### src/rtl/acc_pkg.sv
// Shared types and helpers for the multi-channel accumulator.
package acc_pkg;

  typedef enum logic {
    ACCUM = 1'b0,
    DRAIN = 1'b1
  } state_e;

  // Lane-index width; a single-lane build still needs one bit of index.
  function automatic int chan_w(input int channels);
    return (channels > 1) ? $clog2(channels) : 1;
  endfunction

endpackage

### src/rtl/acc_lane.sv
// One accumulator lane: value plus sticky overflow, wrap or saturate on add.
// Next-state values are exported so the parent can register a snapshot on the same edge.
module acc_lane
#(
  parameter int ACC_W    = 16,
  parameter int SATURATE = 0
)
(
  input  logic             clock,
  input  logic             rst_n,
  input  logic             add_en,
  input  logic [ACC_W-1:0] addend,
  input  logic             clear,
  output logic [ACC_W-1:0] o_value_nxt,
  output logic             o_ovf_nxt
);

  logic [ACC_W-1:0] r_value;
  logic             r_ovf;
  logic [ACC_W:0]   w_sum;

  assign w_sum = {1'b0, r_value} + {1'b0, addend};

  // Clear and add never coincide: clear only happens while draining, add only while accumulating.
  always_comb begin
    o_value_nxt = r_value;
    o_ovf_nxt   = r_ovf;
    if (clear) begin
      o_value_nxt = '0;
      o_ovf_nxt   = 1'b0;
    end else if (add_en) begin
      if ((SATURATE != 0) && w_sum[ACC_W]) begin
        o_value_nxt = '1;
        o_ovf_nxt   = 1'b1;
      end else begin
        o_value_nxt = w_sum[ACC_W-1:0];
        o_ovf_nxt   = r_ovf | w_sum[ACC_W];
      end
    end
  end

  always_ff @(posedge clock or negedge rst_n) begin
    if (!rst_n) begin
      r_value <= '0;
      r_ovf   <= 1'b0;
    end else begin
      r_value <= o_value_nxt;
      r_ovf   <= o_ovf_nxt;
    end
  end

endmodule

### src/rtl/multi_channel_accumulator.sv
// CHANNELS independent accumulators fed by addressed beats; a drain streams every lane out
// (one per handshake, registered output) and clears it. Inputs are stalled while draining.
module multi_channel_accumulator
  import acc_pkg::*;
#(
  parameter  int DATA_W   = 8,
  parameter  int ACC_W    = 16,
  parameter  int CHANNELS = 4,
  parameter  int SATURATE = 0,
  localparam int CHAN_W   = chan_w(CHANNELS)
)
(
  input  logic              clock,
  input  logic              rst_n,
  input  logic              in_valid,
  output logic              in_ready,
  input  logic [CHAN_W-1:0] in_chan,
  input  logic [DATA_W-1:0] in_data,
  input  logic              drain_req,
  output logic              out_valid,
  input  logic              out_ready,
  output logic [CHAN_W-1:0] out_chan,
  output logic [ACC_W-1:0]  out_data,
  output logic              out_ovf,
  output logic              busy
);

  typedef struct packed {
    logic [CHAN_W-1:0] chan;
    logic [ACC_W-1:0]  data;
    logic              ovf;
  } lane_res_t;

  state_e            r_state, w_state_nxt;
  logic [CHAN_W-1:0] r_ptr, w_ptr_nxt;
  lane_res_t         r_res, w_res_nxt;

  logic                w_accept;
  logic                w_out_hs;
  logic                w_last;
  logic [ACC_W-1:0]    w_addend;
  logic [CHANNELS-1:0] w_add_en;
  logic [CHANNELS-1:0] w_clear;
  logic [ACC_W-1:0]    w_lane_nxt [CHANNELS];
  logic [CHANNELS-1:0] w_ovf_nxt;

  assign in_ready  = (r_state == ACCUM);
  assign busy      = (r_state == DRAIN);
  assign out_valid = (r_state == DRAIN);
  assign out_chan  = r_res.chan;
  assign out_data  = r_res.data;
  assign out_ovf   = r_res.ovf;

  assign w_accept = in_valid & in_ready;
  assign w_out_hs = out_valid & out_ready;
  assign w_last   = (r_ptr == CHAN_W'(CHANNELS - 1));
  assign w_addend = ACC_W'(in_data);

  // Out-of-range lane indices match no decoder output, so such beats are consumed silently.
  for (genvar g = 0; g < CHANNELS; g++) begin : g_lane
    assign w_add_en[g] = w_accept && (in_chan == CHAN_W'(g));
    assign w_clear[g]  = w_out_hs && (r_ptr == CHAN_W'(g));

    acc_lane #(
      .ACC_W    (ACC_W),
      .SATURATE (SATURATE)
    ) u_lane (
      .clock       (clock),
      .rst_n       (rst_n),
      .add_en      (w_add_en[g]),
      .addend      (w_addend),
      .clear       (w_clear[g]),
      .o_value_nxt (w_lane_nxt[g]),
      .o_ovf_nxt   (w_ovf_nxt[g])
    );
  end

  always_comb begin
    w_state_nxt = r_state;
    w_ptr_nxt   = r_ptr;
    case (r_state)
      ACCUM: begin
        if (drain_req) begin
          w_state_nxt = DRAIN;
          w_ptr_nxt   = '0;
        end
      end
      DRAIN: begin
        if (out_ready) begin
          if (w_last) begin
            w_state_nxt = ACCUM;
            w_ptr_nxt   = '0;
          end else begin
            w_ptr_nxt = r_ptr + CHAN_W'(1);
          end
        end
      end
      default: begin
        w_state_nxt = ACCUM;
        w_ptr_nxt   = '0;
      end
    endcase
  end

  // Snapshot the lane's next value so a beat landing on the drain_req edge is included.
  always_comb begin
    w_res_nxt = '0;
    if (w_state_nxt == DRAIN) begin
      w_res_nxt.chan = w_ptr_nxt;
      for (int i = 0; i < CHANNELS; i++) begin
        if (w_ptr_nxt == CHAN_W'(i)) begin
          w_res_nxt.data = w_lane_nxt[i];
          w_res_nxt.ovf  = w_ovf_nxt[i];
        end
      end
    end
  end

  always_ff @(posedge clock or negedge rst_n) begin
    if (!rst_n) begin
      r_state <= ACCUM;
      r_ptr   <= '0;
      r_res   <= '0;
    end else begin
      r_state <= w_state_nxt;
      r_ptr   <= w_ptr_nxt;
      r_res   <= w_res_nxt;
    end
  end

endmodule
### config.mk
export PLATFORM = sky130hd
export DESIGN_NAME = multi_channel_accumulator
export DESIGN_NICKNAME = d
export VERILOG_FILES = /design/src/rtl/acc_pkg.sv /design/src/rtl/acc_lane.sv /design/src/rtl/multi_channel_accumulator.sv
export SDC_FILE = /design/constraint.sdc
export NUM_CORES = 1
export LEC_CHECK = 0
export ABC_AREA = 0
export CAP_MARGIN = 0
export CELL_PAD_IN_SITES_DETAIL_PLACEMENT = 1
export CELL_PAD_IN_SITES_GLOBAL_PLACEMENT = 2
export CORE_MARGIN = 2
export CORE_UTILIZATION = 40
export CTS_CLUSTER_DIAMETER = 50
export DETAILED_ROUTE_END_ITERATION = 10
export MAX_ROUTING_LAYER = met4
export PLACE_DENSITY_LB_ADDON = 0.12
export SYNTH_ARGS = -nofsm -noshare
export SYNTH_HDL_FRONTEND = slang
export SYNTH_HIERARCHICAL = 1
export SYNTH_SLANG_ARGS = --single-unit
export TNS_END_PERCENT = 100
### constraint.sdc
create_clock -name clock -period 2.9 [get_ports clock]
set_input_delay 0.29 -clock clock [delete_from_list [all_inputs] [get_ports clock]]
set_output_delay 0.29 -clock clock [all_outputs]
set_load 0.01 [all_outputs]
==> impl_metrics.csv <==
group,metric,value,unit
run_status,outcome,"finished, final reports clean",
drt,drt_iter0_markers,298,
finish,layout.nets,1045,
finish,drive_above_1_share,21.0,%
floorplanning,fp.dieH,139,um
synthesis,yosysSeqAreaShare,30.9,%
global_route,grt_pass1_wl,40.7,mm
cts,cts_max_level,3,
finish,insertedDiodeCount,0,
synthesis,ys_types,83,
sta,worstMarginPinSlew,667,ps
synthesis,synth_seq_cells,90,
cts,clockBufferDepth,2,
cts,cts_buffers,9,
finish,final_design_area_no_fill,0.00927,sq mm
floorplanning,coreArea,0.0179,sq mm
floorplanning,die_x,139,um
place,place_ws,-522,ps
sta,min_period,2830,ps
critical_path,cp-end-kind,"register",
global_route,track_usage,27.2,%
place,place_hpwl,19.5,mm
synthesis,synth_edf_count,0,
floorplanning,num_rows,49,
sta,slew_headroom,55.6,%
drt,vias_per_cell,5.86,
synthesis,async_reset_ff_share,100,%
pwr,total_power,8.13,mW
critical_path,crit_type,"register to register",
critical_path,cp_num_buf_inv,1,
critical_path,cp_top_family,"compound AO/OA/AOI/OAI gates",
synthesis,synth_cells,770,
critical_path,required,3120,ps
critical_path,cp_num_cells,10,
floorplanning,start_util,40.8,%
cts,cts_tree,"yes",
place,dp_cells,1167,
cts,clkLatencyLatePin,370,ps
floorplanning,ios,37,
worst_hold_path,min_path_type,"input pin to asynchronous set/reset pin",
place,gp_congestion,0.939,
synthesis,yosys-top-cells-area,"dfrtp_1, ha_1, mux2i_1, nor2_1, a21oi_1",
sta,fin_crit_sh,97.7,%
sta,fin_skew,13.5,ps
drt,dr.pass1.iters,4,
drt,routed_wl,25.1,mm
critical_path,slowest_delay,420,ps
finish,multi_input_area,0.00500,sq mm
sta,setup_viol,0,
floorplanning,die_area,0.0193,sq mm
sta,holdWs,476,ps
drt,route.detailed.drc,0,
sta,fmax,0.353,GHz
global_route,grt_overflow,0,
synthesis,synth_flop_cell,"dfrtp_1",
place,port_buffers,36,
pwr,p_leak,4.48,nW
cts,cts.clk_slew.worst_paths,80,ps
cts,root_buffer,"clkbuf_16",
critical_path,crit_slowest_cell,"fa_1",
drt,num_vias,6981,
finish,layoutNonFillerInstCount,1192,
synthesis,ys_warn_count,6,
critical_path,start_kind,"register",
sta,drv_slew,0,
sta,fin_setup_tns,0,ps
drt,antenna_left,0,
synthesis,netlist_top_cells_count,"dfrtp_1, nor2_1, ha_1",
critical_path,arrival,3050,ps
sta,worst_slack,66.8,ps
critical_path,crit_path_max_fanout,3,
synthesis,syn_avg_cell_area,9.48,sq um
finish,fin_util,51.8,%
critical_path,reg2reg_depth,10,
synthesis,synth_top_area_share,30.9,%
synthesis,yosys.area.top_type,"dfrtp_1",
finish,regArea,0.00225,sq mm
drt,routedWlPerCell,21.1,um
critical_path,crit_path_frequent_cell,"a211oi_2",
cts,clock-sinks,90,
sta,hold_viol,0,
synthesis,syn_area,0.00730,sq mm
synthesis,yosysMostFrequentCell,"dfrtp_1",
finish,area_growth,27.1,%
sta,rsz0062_at_grt,"false",
job,drv_cap,0,
pwr,p_per_area,877,mW/mm^2
pwr,ir_worst_vdd,0.333,mV
global_route,grt_max_degree,48,
finish,fillCellCount,2111,
global_route,antenna_found_initial,0,
place,postPlaceCellArea,0.00885,sq mm
global_route,grt_pass1_vias,7595,
critical_path,crit_chain,"ha_1 -> fa_1 -> a211oi_2 -> o21ai_2 -> a211oi_2 -> buf_4 -> o31ai_1 -> a221o_1 -> mux2i_1 -> o22ai_1",
==> power breakdown <==
part           internal (mW)  switching (mW)  leakage [nW]
Combinational           2.26            2.77          3.10
Clock                  0.609           0.611         0.146
Sequential              1.64           0.244          1.23
==> registers in the layout, summed over array words and instances (netlist names) <==
register,count
r_ptr,2
out_ovf,1
g_lane.u_lane/r_value,64
g_lane.u_lane/r_ovf,4
out_chan,2
busy,1
out_data,16
==> final cells by class <==
type / instances / area share [%]
clock inverters: 7 / 0.742
flip-flops and latches: 90 / 24.3
well taps: 229 / 3.09
repair buffers: 172 / 15.1
multi-input cells: 675 / 54.0
clock buffers: 9 / 2.43
inverters: 10 / 0.405
==> kinds of logic after synthesis <==
group / share of synthesized area (%)
fa+ha+maj: 12.8
buf+inv: 3.00
mux: 7.68
compound gates: 26.5
flops: 30.9
other cells: 0.0514
simple gates: 16.4
xor+xnor: 2.76
==> worst paths after layout <==
path                                              from                           to  slack [ps]
max                        g_lane[0].u_lane/r_value[0]                 out_data[10]          70
min                                              rst_n  g_lane[3].u_lane/r_value[3]         480
max reg2reg                g_lane[0].u_lane/r_value[0]                 out_data[10]          70
min reg2reg                g_lane[2].u_lane/r_value[8]  g_lane[2].u_lane/r_value[8]         540
max in group asynchronous                        rst_n                 out_data[14]        1740
min in group clock         g_lane[2].u_lane/r_value[8]  g_lane[2].u_lane/r_value[8]         540
==> cells in the final DEF, fill, tap and decap left out, types with 7 or more instances in the layout <==
cell type / synthesis / routed
conb_1: 1 / 32
nand2b_1: 11 / 11
clkdlybuf4s50_1: 0 / 32
nand4_1: 12 / 12
clkbuf_16: 0 / 9
nor3_1: 8 / 7
ha_1: 68 / 68
a32o_1: 7 / 7
nor2_1: 71 / 70
a21oi_1: 41 / 40
a211oi_1: 10 / 10
nand2_1: 44 / 44
mux2i_1: 56 / 56
dfrtp_1: 90 / 90
o21ai_0: 36 / 33
and2_1: 11 / 11
buf_4: 3 / 135
o21a_1: 13 / 13
xnor2_1: 17 / 17
o211ai_1: 9 / 9
a21o_1: 22 / 22
nand3_1: 13 / 13
and3_1: 15 / 15
o21ai_1: 8 / 10
or3_1: 9 / 9
o22ai_1: 16 / 15
inv_1: 10 / 10
==> layer usage <==
layer	track usage (%)	up-vias	share of wire [%]
met1	31.8	3536	43
li1	-	3309	-
met3	3.66	48	2.4
met2	47.5	88	52
met4	10.3	0	2.8
met5	-	-	0
==> worst register-to-register path, delay by kind of cell (launching register included) <==
family,cells,cell delay [ps]
AO/OA/AOI/OAI,6,1250
flip-flops,1,390
multiplexers,1,240
buffers and inverters,1,170
adder cells (fa/ha/maj),2,630
==> what timing repair did <==
item | CTS | global route
setup endpoints to repair | 6 | 10
pin swaps | 3 | 5
hold buffers | 1 | 0
gates resized for setup | 4 | 12
hold endpoints to repair | 46 | 0
setup buffers | 5 | 3
Note: power is estimated with default switching activity, not from simulation.
